## config.mk

```make
export PLATFORM = sky130hd
export DESIGN_NAME = systolic_ctrl
export DESIGN_NICKNAME = d
export VERILOG_FILES = /design/src/rtl/systolic_ctrl.sv
export SDC_FILE = /design/constraint.sdc
export NUM_CORES = 1
export LEC_CHECK = 0
export CORE_MARGIN = 2
export CORE_UTILIZATION = 50
export CTS_CLUSTER_DIAMETER = 200
export DETAILED_ROUTE_END_ITERATION = 7
export PLACE_DENSITY = 0.79
export REMOVE_ABC_BUFFERS = 1
export SYNTH_ARGS = -nofsm -noshare
export SYNTH_HDL_FRONTEND = slang
export SYNTH_SLANG_ARGS = --single-unit
```

## constraint.sdc

```tcl
create_clock -name clk -period 3.6 [get_ports clk]
set_input_delay 0.72 -clock clk [delete_from_list [all_inputs] [get_ports clk]]
set_output_delay 0.72 -clock clk [all_outputs]
set_load 0.01 [all_outputs]
```

## src/rtl/systolic_ctrl.sv

```systemverilog
// systolic_ctrl: sequences one systolic-array job of tile_num tiles.
// Issues SRAM reads (one prefetch plus one per run cycle), drives the array
// enable/cycle count, and marks which output diagonal is valid each cycle.
// A valid diagonal that the consumer refuses (out_ready=0) freezes the whole
// pipeline for that cycle.
//
// Ports:
//   clk, srstn         clock, synchronous active-low reset
//   start              job request, honoured only in IDLE
//   tile_num           tiles in the job (0 = empty job, straight to DONE)
//   w_base, d_base     weight/data SRAM base addresses
//   out_ready          consumer accepts the current diagonal
//   sram_ren           shared SRAM read enable
//   sram_raddr_w/_d    SRAM read addresses
//   alu_start          array enable
//   cycle_num          array cycle count
//   matrix_index       output diagonal select
//   out_valid          output diagonal valid
//   busy               job active (PREFETCH/RUN)
//   done               one-cycle completion pulse
module systolic_ctrl #(
    parameter int unsigned ARRAY_SIZE  = 8,
    parameter int unsigned CYCLE_BITS  = 9,
    parameter int unsigned MATRIX_BITS = 6,
    parameter int unsigned ADDR_BITS   = 10,
    parameter int unsigned TILE_BITS   = 4
) (
    input  logic                   clk,
    input  logic                   srstn,
    input  logic                   start,
    input  logic [TILE_BITS-1:0]   tile_num,
    input  logic [ADDR_BITS-1:0]   w_base,
    input  logic [ADDR_BITS-1:0]   d_base,
    input  logic                   out_ready,
    output logic                   sram_ren,
    output logic [ADDR_BITS-1:0]   sram_raddr_w,
    output logic [ADDR_BITS-1:0]   sram_raddr_d,
    output logic                   alu_start,
    output logic [CYCLE_BITS-1:0]  cycle_num,
    output logic [MATRIX_BITS-1:0] matrix_index,
    output logic                   out_valid,
    output logic                   busy,
    output logic                   done
);

    localparam int unsigned P         = 2 * ARRAY_SIZE;
    localparam int unsigned FIRST_OUT = ARRAY_SIZE + 1;
    localparam int unsigned CW        = CYCLE_BITS + 1;

    typedef enum logic [1:0] {
        StIdle,
        StPrefetch,
        StRun,
        StDone
    } state_e;

    state_e                state_q, state_d;
    logic [CYCLE_BITS-1:0] cycle_q, cycle_d;
    logic [TILE_BITS-1:0]  tile_q, tile_d;
    logic [ADDR_BITS-1:0]  w_base_q, w_base_d;
    logic [ADDR_BITS-1:0]  d_base_q, d_base_d;

    logic [CYCLE_BITS-1:0] last;
    logic [CYCLE_BITS-1:0] phase;
    logic [CW-1:0]         rd_limit;
    logic [CW-1:0]         rd_next;
    logic [ADDR_BITS-1:0]  addr_off;
    logic                  out_win;
    logic                  stall;

    // Job geometry, all derived from captured (registered) values.
    always_comb begin
        last     = CYCLE_BITS'(tile_q) * CYCLE_BITS'(P) + CYCLE_BITS'(ARRAY_SIZE);
        rd_limit = CW'(tile_q) * CW'(P);
        rd_next  = CW'(cycle_q) + CW'(1);
        // Underflows below FIRST_OUT, but out_win masks those cycles.
        phase    = (cycle_q - CYCLE_BITS'(FIRST_OUT)) % CYCLE_BITS'(P);
        out_win  = (state_q == StRun) && (cycle_q >= CYCLE_BITS'(FIRST_OUT)) &&
                   (phase <= CYCLE_BITS'(P - 2));
        stall    = out_win && !out_ready;
        // The prefetch already fetched base, so run cycle c reads base+c+1.
        addr_off = ADDR_BITS'(cycle_q) + ADDR_BITS'(1);
    end

    always_ff @(posedge clk) begin
        if (!srstn) begin
            state_q  <= StIdle;
            cycle_q  <= '0;
            tile_q   <= '0;
            w_base_q <= '0;
            d_base_q <= '0;
        end else begin
            state_q  <= state_d;
            cycle_q  <= cycle_d;
            tile_q   <= tile_d;
            w_base_q <= w_base_d;
            d_base_q <= d_base_d;
        end
    end

    always_comb begin
        state_d      = state_q;
        cycle_d      = cycle_q;
        tile_d       = tile_q;
        w_base_d     = w_base_q;
        d_base_d     = d_base_q;
        sram_ren     = 1'b0;
        sram_raddr_w = '0;
        sram_raddr_d = '0;
        alu_start    = 1'b0;
        cycle_num    = '0;
        matrix_index = '0;
        out_valid    = 1'b0;
        busy         = 1'b0;
        done         = 1'b0;

        case (state_q)
            StIdle: begin
                cycle_d = '0;
                if (start) begin
                    if (tile_num != '0) begin
                        tile_d   = tile_num;
                        w_base_d = w_base;
                        d_base_d = d_base;
                        state_d  = StPrefetch;
                    end else begin
                        state_d = StDone;
                    end
                end
            end
            StPrefetch: begin
                busy         = 1'b1;
                sram_ren     = 1'b1;
                sram_raddr_w = w_base_q;
                sram_raddr_d = d_base_q;
                cycle_d      = '0;
                state_d      = StRun;
            end
            StRun: begin
                busy         = 1'b1;
                cycle_num    = cycle_q;
                sram_raddr_w = w_base_q + addr_off;
                sram_raddr_d = d_base_q + addr_off;
                out_valid    = out_win;
                matrix_index = out_win ? MATRIX_BITS'(phase) : '0;
                // A stalled cycle freezes count, addresses and state.
                if (!stall) begin
                    alu_start = 1'b1;
                    sram_ren  = (rd_next < rd_limit);
                    if (cycle_q == last) begin
                        cycle_d = '0;
                        state_d = StDone;
                    end else begin
                        cycle_d = cycle_q + CYCLE_BITS'(1);
                    end
                end
            end
            StDone: begin
                done    = 1'b1;
                state_d = StIdle;
            end
            default: state_d = StIdle;
        endcase
    end

endmodule
```

# Word-level counts from Yosys, hierarchy flattened
# Cells that the tools add are included.
# totals
reg_bits	35
input_bits	28
output_inout_bits	40
word_cells	53
# op_classes
add_sub_neg	6
n_lt_le_gt_ge	3
eq_ne	7
mux	20
n_reduce_logical	12
# ops
operator	count
$pmux W10 S2	2
$mux W9	3
$add A10 B10 Y10	2
$pmux W9 S2	1
$add A9 B1 Y10 const B	1
$lt A10 B8 Y1	1
$add A8 B4 Y9 const B	1
$add A9 B1 Y9 const B	1
$eq A9 B9 Y1	1
$ge A9 B4 Y1 const B	1
$mux W2	4
$mux W4	2
$pmux W2 S4	1
$mux W1	6
$reduce_and A3 Y1	2
$eq A2 B2 Y1 const B	2
$le A4 B4 Y1 const B	1
$ne A2 B2 Y1 const B	2
$reduce_bool A4 Y1	1
$reduce_or A2 Y1	2
$sub A4 B4 Y4 const B	1
$logic_and A1 B1 Y1	3
$eq A2 B1 Y1 const B	1
$logic_not A2 Y1	1
other kinds (5)	5

# Longest topological paths before layout
# Gate-level depths: netlist (run 1).
# logic_depth
depth_word	6
mapped_depth	13
mapped_depth_nobuf	11

# Worst setup path after synthesis (run 1)
# No wires, ideal clock.
# synth_timing
path_type	register -> output
from	register cycle_q[1]
to	output sram_raddr_w[7]
arrival_time_ns	2.785
required_time_ns	2.880
setup_slack_ns	0.095
stages_incl_launch_ff	12
path_buffers	0
cell_sequence	dfxtp_1 ha_1 nand3_1 xor2_1 inv_1 ha_1 and3_1 a2111oi_0 o21bai_1 a21oi_1 xor2_1 o21ai_0
# synth_between
elab_chain_cells	3
# synth_rtl
item	line	rtl
start, declared	58	logic [CYCLE_BITS-1:0] cycle_q, cycle_d;
start signal, assigned	94	cycle_q <= cycle_d;
$add A9 B1 Y10	82	addr_off = ADDR_BITS'(cycle_q) + ADDR_BITS'(1);
$add A10 B10 Y10	142	sram_raddr_w = w_base_q + addr_off;
$pmux W10 S2	117	case (state_q)
end, declared	36	output logic [ADDR_BITS-1:0] sram_raddr_w,
# No other way between the ends.

# Final worst setup path (run 1)
# layout_timing
from	register cycle_q[1]
to	output sram_raddr_w[4]
# Same word-level chain as after synthesis.

==> impl_metrics.tcl, run 1 <==
set metrics [dict create \
    status "finished, violations left" \
    violations "negative setup slack" \
    portBuffers 65 \
    timing_worst_setup_path_type "reg -> out" \
    tightest_slew_ns 1.13 \
    grt_pass1_wl_um 15400 \
    start_kind "flip-flop" \
    drt-total-wl_um 11300 \
    synth-main-ff-cell "dfxtp_1" \
    synth_xor_area_share_pct 7.23 \
    dp_hpwl_um 6440 \
    path_max_fanout 4 \
    critPathArrivalTime_ns 3.02 \
    cts-root-buf "clkbuf_8" \
    synthTopCellsByArea "dfxtp_1, ha_1, nand2_1" \
    synth_area_um2 3030 \
    clk_latency_ns 0.30 \
    cts_sinks 35 \
    final_antenna_net_count 0 \
    drive_gt1_share_pct 27.9 \
    via_per_inst 6.09 \
    synth_seq_cells 35 \
    ir_drop_v 0.000464 \
    synth.area.mux_share_pct 0.331 \
    synth_edf_count 0 \
    ys_seq_area_share_pct 23.1 \
    syn_inst 397 \
    cp-end-kind "primary output" \
    drv_slew 0 \
    n_antenna_cell 0 \
    synth_fa_ha_area_share_pct 14.1 \
    io_pins 68 \
    hold_violations 0 \
    worstSetupEndpoint "sram_raddr_w[4]" \
    cts.path.max_buffers 2 \
    leakage_nw 1.94 \
    place.gp.congestion 0.927 \
    rows 28 \
    die_area_um2 6690 \
    coreArea_um2 5890 \
    drc_errors 0 \
    cts_inserted_buffers 5 \
    synth.distinct_cells 56 \
    reg2regPathDepth 9 \
    rr_startpoint "cycle_q[2]" \
    synthSimpleGateAreaFrac_pct 26.8 \
    worstHoldPathType "reg -> reg" \
    rsz0062_at_grt "yes" \
    worst_slack_ns -0.138 \
    syn_area_per_cell_um2 7.63 \
    grt_pass1_vias 3279 \
    fin_crit_sh_pct 104 \
    grt.total_usage_pct 29.8 \
    start_util_pct 51.4 \
    required_ns 2.88 \
    h-tree-depth 2 \
    clk_pin_slew_worst_paths_ns 0.07 \
    synth_top_area_cell "dfxtp_1" \
    synth_top_area_share_pct 23.1 \
    cts_tree "done" \
    power.density_nw_per_um2 416 \
    dpl_worst_slack_ns -0.254 \
    drt_pass1_iterations 8 \
    max_freq_mhz 268 \
    syn_to_final_growth_pct 54.0 \
    r2r_setup_slack_ns 1.03 \
    grt_max_degree 34 \
    yosysWarnings 0 \
    grt_antenna_before_repair 0 \
    finalClockSkew_ns 0.00393 \
    async_reset_ff_share_pct 0 \
    slew_headroom_pct 24.4 \
    synth_compound_area_share_pct 21.7 \
    die_height_um 81.8 \
    min_period_ns 3.74 \
    crit_start "cycle_q[1]" \
    synth_top_family_by_area "simple AND/OR/NAND/NOR gates" \
    vias 3598 \
    drtIter0Drc 405 \
    maxCapViolations 0 \
    holdWs_ns 0.481 \
    finalNetCount 576 \
    die_w_um 81.8 \
    overflow 0 \
    worstReg2RegEnd "cycle_q[4]" \
    setup_viol 6 \
    avgRoutedWirePerCell_um 19.2 \
]
==> metrics by stage <==
| step | instances | total power, W | area (um2) | utilization (%) | setup TNS [ns] |
|---|---|---|---|---|---|
| 2_1_floorplan | 376 | 0.00108 | 2920 | - | 0 |
| 3_3_place_gp | 570 | 0.00148 | 4070 | 69.2 | -0.522 |
| 3_5_place_dp | 570 | 0.00151 | 4070 | 69.2 | -0.896 |
| 4_1_cts | 589 | 0.00185 | 4460 | 75.8 | -0.0559 |
| 6_report | 591 | 0.00194 | 4660 | 79.2 | -0.575 |
| 5_1_grt | 591 | 0.00204 | 4660 | 79.2 | -1.20 |
==> cell usage in the layout (no fill, tap or decap), drive strengths merged, types with 3 or more instances in the layout <==
master	Yosys	layout
buf	7	71
nand2	61	61
clkdlybuf4s50	0	53
a21oi	42	42
dfxtp	35	35
ha	31	31
inv	24	24
nor2	19	19
xnor2	14	14
nor2b	13	13
nand3	13	13
and2	12	12
o21ai	12	12
clkbuf	15	12
xor2	11	11
a22oi	10	10
and3	10	10
or3	7	7
nor3	5	5
a21o	4	4
o21bai	4	4
o21a	4	4
o211ai	3	3
a2111oi	3	3
nand4	3	3
o41ai	3	3
a211oi	3	3
==> routing by layer <==
layer  GRT usage (%)  vias to the layer above  routed length (um)
met5               0                        -                   0
met1            37.9                     1675                4540
met2            51.8                      253                5400
li1                -                     1616                   -
met4            9.00                        0                 427
met3            4.62                       54                 973
==> power by group <==
group	leakage, nW	total (W)	internal [W]	switching [W]
logic	1.60	0.00109	0.000466	0.000626
clock network	0.0515	0.000327	0.000175	0.000152
registers	0.289	0.000523	0.000452	0.0000714
total	1.94	0.00194	0.00109	0.000849
==> registers in the layout, summed over array words and instances (netlist names) <==
register,flops
state_q,2
d_base_q,10
cycle_q,9
w_base_q,10
tile_q,4
==> worst min-delay path by stage <==
stage / startpoint / endpoint / slack [ns] / depth (start not counted)
after floorplan: d_base_q[9] / d_base_q[9] / 0.45 / 2
after global placement: w_base_q[0] / w_base_q[0] / 0.46 / 2
after detailed placement: w_base_q[0] / w_base_q[0] / 0.47 / 2
after CTS: w_base_q[0] / w_base_q[0] / 0.48 / 2
after global routing: w_base_q[9] / w_base_q[9] / 0.51 / 2
final: w_base_q[0] / w_base_q[0] / 0.48 / 2
==> critical path, stage by stage, from the launching register on <==
cell             delay, ns
dfxtp_4               0.37
ha_4                  0.20
xor2_4                0.17
buf_4                 0.14
ha_1                  0.30
buf_4                 0.16
a21o_1                0.18
a21oi_2               0.22
xnor2_1               0.16
a22oi_1               0.10
nor2b_1               0.17
clkdlybuf4s50_1       0.56
==> cell usage after synthesis, drive strengths merged, types with 12 or more instances <==
| cell type | number |
|---|---|
| nor2 | 19 |
| a21oi | 42 |
| xnor2 | 14 |
| o21ai | 12 |
| inv | 24 |
| dfxtp | 35 |
| clkbuf | 15 |
| nor2b | 13 |
| and2 | 12 |
| nand2 | 61 |
| nand3 | 13 |
| ha | 31 |
==> layout make-up <==
type / instances / area (um2)
Multi-Input combinational cell: 317 / 2530
Inverter: 24 / 92.6
Fill cell: 352 / 1220
Tap cell: 75 / 93.8
Clock buffer: 8 / 100
Sequential cell: 35 / 713
Timing Repair Buffer: 132 / 1130
==> cells by family after synthesis <==
| kind of cell | Yosys count |
|---|---|
| AOI/OAI and AO/OA | 100 |
| xor gates and xnor gates | 25 |
| buffers and inverters | 46 |
| and+or+nand+nor | 156 |
| muxes | 1 |
| DFF | 35 |
| adders and majority gates | 33 |
| other | 1 |
==> repair_timing <==
item                                    4_1_cts  5_1_grt
hold buffers                                  0        0
pin swaps                                     7       19
gates resized for setup                      65       49
endpoints found under the setup margin       13       14
buffers inserted                             11        2
(Power assumes the default switching activity.)
==> inputs of run 2 (changes only) <==
Settings changed: GPL_TIMING_DRIVEN set to 0, RECOVER_POWER set to 25.
==> run 2 against run 1 <==
The run still ends with negative setup slack left; combinational power about the same; via count is 0.92% lower; sequential share of layout area rose by 0.59 points; critical endpoint is now sram_raddr_w[9].
==> impl_metrics.tcl, run 2 (synthesis gave the netlist of run 1 again) <==
set metrics [dict create \
    vias 3565 \
    grt.total_usage_pct 32.1 \
    io_pins 68 \
    drt_pass1_iterations 7 \
    finalNetCount 556 \
    grt_antenna_before_repair 0 \
    path_max_fanout 5 \
    hold_end "w_base_q[0]" \
    clockPowerShare_pct 19.5 \
    setup_viol 7 \
    cts_tree "done" \
    cts.path.max_buffers 2 \
    status "finished, violations left" \
    grt_max_degree 34 \
    maxCapViolations 0 \
    start_util_pct 51.4 \
    start_kind "flip-flop" \
    reg.largest.list "d_base_q (10), w_base_q (10), cycle_q (9)" \
    avgRoutedWirePerCell_um 19.7 \
    grt_use_met1_pct 39.0 \
    cp-end-kind "primary output" \
    cts-root-buf "clkbuf_8" \
    worstReg2RegEnd "cycle_q[3]" \
    via_per_inst 6.24 \
    coreArea_um2 5890 \
    drt-total-wl_um 11300 \
    ir_drop_v 0.000469 \
    seqPwrFrac_pct 26.6 \
    clk_pin_slew_worst_paths_ns 0.08 \
    crit_path_frequent_cell "and3_4" \
    max_freq_mhz 270 \
    die_w_um 81.8 \
    worst_path_largest_cell_delay_ns 0.36 \
    drtIter0Drc 354 \
    final_common_cell "nand2_1" \
    final_antenna_net_count 0 \
    grt_pass1_vias 3340 \
    dpl_worst_slack_ns -0.896 \
    setup_tns_ns -0.439 \
    h-tree-depth 2 \
    most-common-layout-cells "nand2_1, clkdlybuf4s50_1, buf_4" \
    slowest_stage "dfxtp_4" \
    die_area_um2 6690 \
    holdPathStages 2 \
    hold_violations 0 \
    worstHoldPathType "reg -> reg" \
    cts_inserted_buffers 5 \
    timing_worst_setup_path_type "reg -> out" \
    r2r_setup_slack_ns 0.70 \
    grtUsageMet3_pct 5.60 \
    tightest_slew_ns 1.09 \
    reg2regPathDepth 6 \
    fin_crit_sh_pct 103 \
    critPathArrivalTime_ns 2.99 \
    drive_gt1_share_pct 27.2 \
    worst_slack_ns -0.107 \
    placed_cells 516 \
    portBuffers 65 \
    grt_pass1_wl_um 16300 \
    place.gp.congestion 0.918 \
    crit_chain "and3_4, and3_4, nand3_4, xnor2_4, buf_4, ha_4, nand4_1, or2_2, o2111ai_2, xor2_1, o21bai_1, a22o_1, buf_2" \
    power.switching_w 0.000853 \
    dp_hpwl_um 5760 \
    syn_to_final_growth_pct 50.3 \
    rr_startpoint "state_q[0]" \
    leakage_nw 1.94 \
    overflow 0 \
    power.density_nw_per_um2 432 \
    slew_headroom_pct 27.1 \
    rows 28 \
    post_dp_cell_area_um2 3670 \
    finalClockSkew_ns 0.0115 \
    rsz0062_at_grt "yes" \
    n_antenna_cell 0 \
    busiest_layer "met2" \
    drv_slew 0 \
    clk_latency_ns 0.31 \
    drc_errors 0 \
    layout.cells.non_filler 571 \
    min_period_ns 3.71 \
    combPwrFrac_pct 53.9 \
    violations "negative setup slack" \
    p_int_w 0.00111 \
    fin_area_um2 4550 \
    required_ns 2.88 \
    min_from "w_base_q[0]" \
    holdWs_ns 0.478 \
    nFillCells 370 \
    cts_sinks 35 \
    die_height_um 81.8 \
    sw_frac_of_total_pct 43.4 \
    gr-usage-met2_pct 53.0 \
]
==> run 2: worst max-delay path, delay by kind of cell (launching register included) <==
kind,cells,cell delay [ns]
AO/OA/AOI/OAI,3,0.37
XOR/XNOR,2,0.42
flip-flops,1,0.36
AND/OR/NAND/NOR,5,0.93
adder cells (fa/ha/maj),1,0.29
buffers and inverters,2,0.30
==> run 2: metal layers <==
metal	share of wire, %	wire length [um]
met3	8.2	921
met1	38	4240
met4	7.3	821
met2	47	5290
met5	0	0
==> run 2: power groups by stage <==
stage / Clock, W / Sequential [W] / Combinational [W]
2_1_floorplan: 0 / 0.000506 / 0.000577
3_3_place_gp: 0 / 0.000519 / 0.000854
3_5_place_dp: 0 / 0.000522 / 0.000875
4_1_cts: 0.000376 / 0.000518 / 0.000945
5_1_grt: 0.000399 / 0.000531 / 0.00112
6_report: 0.000382 / 0.000523 / 0.00106
==> run 2: layout make-up <==
class | instances | area, um2 | area share, %
multi-input combinational | 317 | 2560 | 56.2
timing repair buffer | 112 | 963 | 21.2
sequential | 35 | 723 | 15.9
inverter | 24 | 96.3 | 2.12
tap | 75 | 93.8 | 2.06
clock buffer | 6 | 82.6 | 1.81
clock inverter | 2 | 35.0 | 0.770
==> run 2: worst max path at each step <==
stage,start,end,slack (ns)
5_1_grt,cycle_q[0],sram_raddr_w[7],-0.23
4_1_cts,cycle_q[0],sram_raddr_w[7],-0.13
3_3_place_gp,cycle_q[0],sram_raddr_w[7],-0.83
6_report,cycle_q[2],sram_raddr_w[9],-0.11
2_1_floorplan,cycle_q[0],sram_raddr_w[7],0.04
3_5_place_dp,cycle_q[0],sram_raddr_w[7],-0.90
==> run 2: stage by stage <==
stage | util (%) | power (W)
2_1_floorplan | - | 0.00108
3_3_place_gp | 62.3 | 0.00137
3_5_place_dp | 62.3 | 0.00140
4_1_cts | 73.9 | 0.00184
5_1_grt | 77.3 | 0.00205
6_report | 77.3 | 0.00196
==> run 2: timing repair <==
item,CTS,global route
pin swaps,22,18
buffers inserted,38,10
gates resized for setup,91,44
hold buffers,0,0
setup endpoints to repair,24,17
hold endpoints to repair,0,0
==> inputs of run 3 (changes only) <==
Settings changed: PLACE_DENSITY 0.79 to 0.81.
==> run 3 against run 2 <==
The flow finishes with violations (max-capacitance violations, max-slew violations, negative setup slack); die area is the same; power decreased by 6.2%; register-to-register slack got worse by 0.47 ns; critical path type unchanged; flip-flop and latch count stayed put; critical endpoint is now sram_raddr_w[7]; critical path depth decreased by 1; clock-buffer cell count grew 1; highest routed layer unchanged; combinational power is essentially flat; largest power group unchanged.
==> impl_metrics.tcl, run 3 (synthesis gave the netlist of run 1 again) <==
set metrics [dict create \
    violations "max-capacitance violations, max-slew violations, negative setup slack" \
    grt.total_usage_pct 28.8 \
    h-tree-depth 2 \
    overflow 0 \
    io_pins 68 \
    leakage_nw 1.93 \
    dp_hpwl_um 5600 \
    reg.largest.list "d_base_q (10), w_base_q (10), cycle_q (9)" \
    place.gp.congestion 0.935 \
    fin_crit_sh_pct 101 \
    drtIter0Drc 364 \
    final_antenna_net_count 0 \
    nFillCells 384 \
    drt-total-wl_um 10200 \
    cts-root-buf "clkbuf_8" \
    cp_top_family "compound AO/OA/AOI/OAI gates" \
    fin_area_um2 4460 \
    drc_errors 0 \
    finalClockSkew_ns 0.00721 \
    syn_to_final_growth_pct 47.4 \
    critPathArrivalTime_ns 2.93 \
    n_antenna_cell 0 \
    finalNetCount 547 \
    timing_worst_setup_path_type "reg -> out" \
    drive_gt1_share_pct 24.6 \
    setup_viol 5 \
    path_buf_inv 3 \
    die_area_um2 6690 \
    maxCapViolations 1 \
    p_total_w 0.00184 \
    rows 28 \
    post_dp_cell_area_um2 3670 \
    slew_headroom_pct -11.6 \
    grt_antenna_before_repair 0 \
    worst_slack_ns -0.0524 \
    cp-end-kind "primary output" \
    portBuffers 65 \
    cts.path.max_buffers 2 \
    min_period_ns 3.65 \
    hold_buffers 0 \
    dpl_worst_slack_ns -0.822 \
    max_freq_mhz 274 \
    ir_drop_v 0.000572 \
    hold_violations 0 \
    die_w_um 81.8 \
    cts_sinks 35 \
    required_ns 2.88 \
    die_height_um 81.8 \
    rsz0062_at_grt "yes" \
    cts_inserted_buffers 5 \
    drv_slew 11 \
    start_util_pct 51.4 \
    vias 3396 \
    grt_pass1_wl_um 15000 \
    drt_pass1_iterations 5 \
    cts_tree "done" \
    tightest_slew_ns 1.65 \
    setup_tns_ns -0.111 \
    grt_pass1_vias 3131 \
    power.density_nw_per_um2 413 \
    crit_chain "ha_4, buf_12, xor2_4, ha_1, and3_1, a2111oi_4, buf_4, o21bai_1, a21oi_1, xor2_1, o21ai_1, clkbuf_2" \
    status "finished, violations left" \
    worstHoldPathType "reg -> reg" \
    final_common_cell "nand2_1" \
    slowest_stage "a2111oi_4" \
    clk_latency_ns 0.30 \
    path_max_fanout 6 \
    worst_path_largest_cell_delay_ns 0.39 \
    coreArea_um2 5890 \
    most-common-layout-cells "nand2_1, clkdlybuf4s50_1, a21oi_1" \
    clk_pin_slew_worst_paths_ns 0.08 \
    grt_max_degree 34 \
    via_per_inst 6.04 \
    start_kind "flip-flop" \
    avgRoutedWirePerCell_um 18.1 \
]
==> run 3: cell types whose count changed in the layout (fill, tap and decap cells not counted), sizes merged <==
cell,delta
clkdlybuf4s15,-2
buf,-11
dlymetal6s2s,+4
clkdlybuf4s50,-1
bufinv,-1
clkbuf,+2
==> run 3: cell type report <==
cell class,instances,area [um2],share of cell area [%]
multi-input cells,317,2530,56.6
repair buffers,103,938,21.0
flip-flops and latches,35,726,16.3
inverters,24,96.3,2.16
well taps,75,93.8,2.10
clock buffers,7,76.3,1.71
clock inverters,1,5.00,0.112
==> run 3: where the power goes <==
part	switching [W]	leakage (nW)	internal (W)
clock network	0.000153	0.0422	0.000136
logic	0.000588	1.60	0.000439
registers	0.0000779	0.292	0.000449
==> run 3: timing repair <==
action                                  in CTS  in global routing
buffers inserted                            29                  9
resized for setup                           80                 48
pin swaps                                   18                 28
endpoints found under the setup margin      24                 17
==> run 3: tightest hold or removal path: cells and delay by family (launching register included) <==
kind / cells / cell delay [ns]
AO/OA/AOI/OAI: 1 / 0.05
AND/OR/NAND/NOR: 1 / 0.06
flip-flops: 1 / 0.33
==> run 3: metrics by stage <==
step / hold WS (ns) / util, % / cells
floorplan: 0.449 / - / 376
global placement: 0.462 / 62.3 / 516
detailed placement: 0.468 / 62.3 / 516
CTS: 0.478 / 72.1 / 553
global route: 0.504 / 75.8 / 562
finish: 0.478 / 75.8 / 562
==> run 3: final timing paths <==
path,startpoint,end,slack [ns],depth (start not counted)
worst min register to register,w_base_q[0],w_base_q[0],0.48,2
worst max register to register,cycle_q[0],cycle_q[5],0.23,9
worst min-delay path,w_base_q[0],w_base_q[0],0.48,2
worst max-delay path,cycle_q[1],sram_raddr_w[7],-0.05,12
==> run 3: layer usage <==
layer / share of wire [%] / GRT usage (%)
met5: 0 / 0
met4: 3.6 / 12.8
met3: 7.1 / 4.84
met2: 48 / 46.5
met1: 41 / 37.7
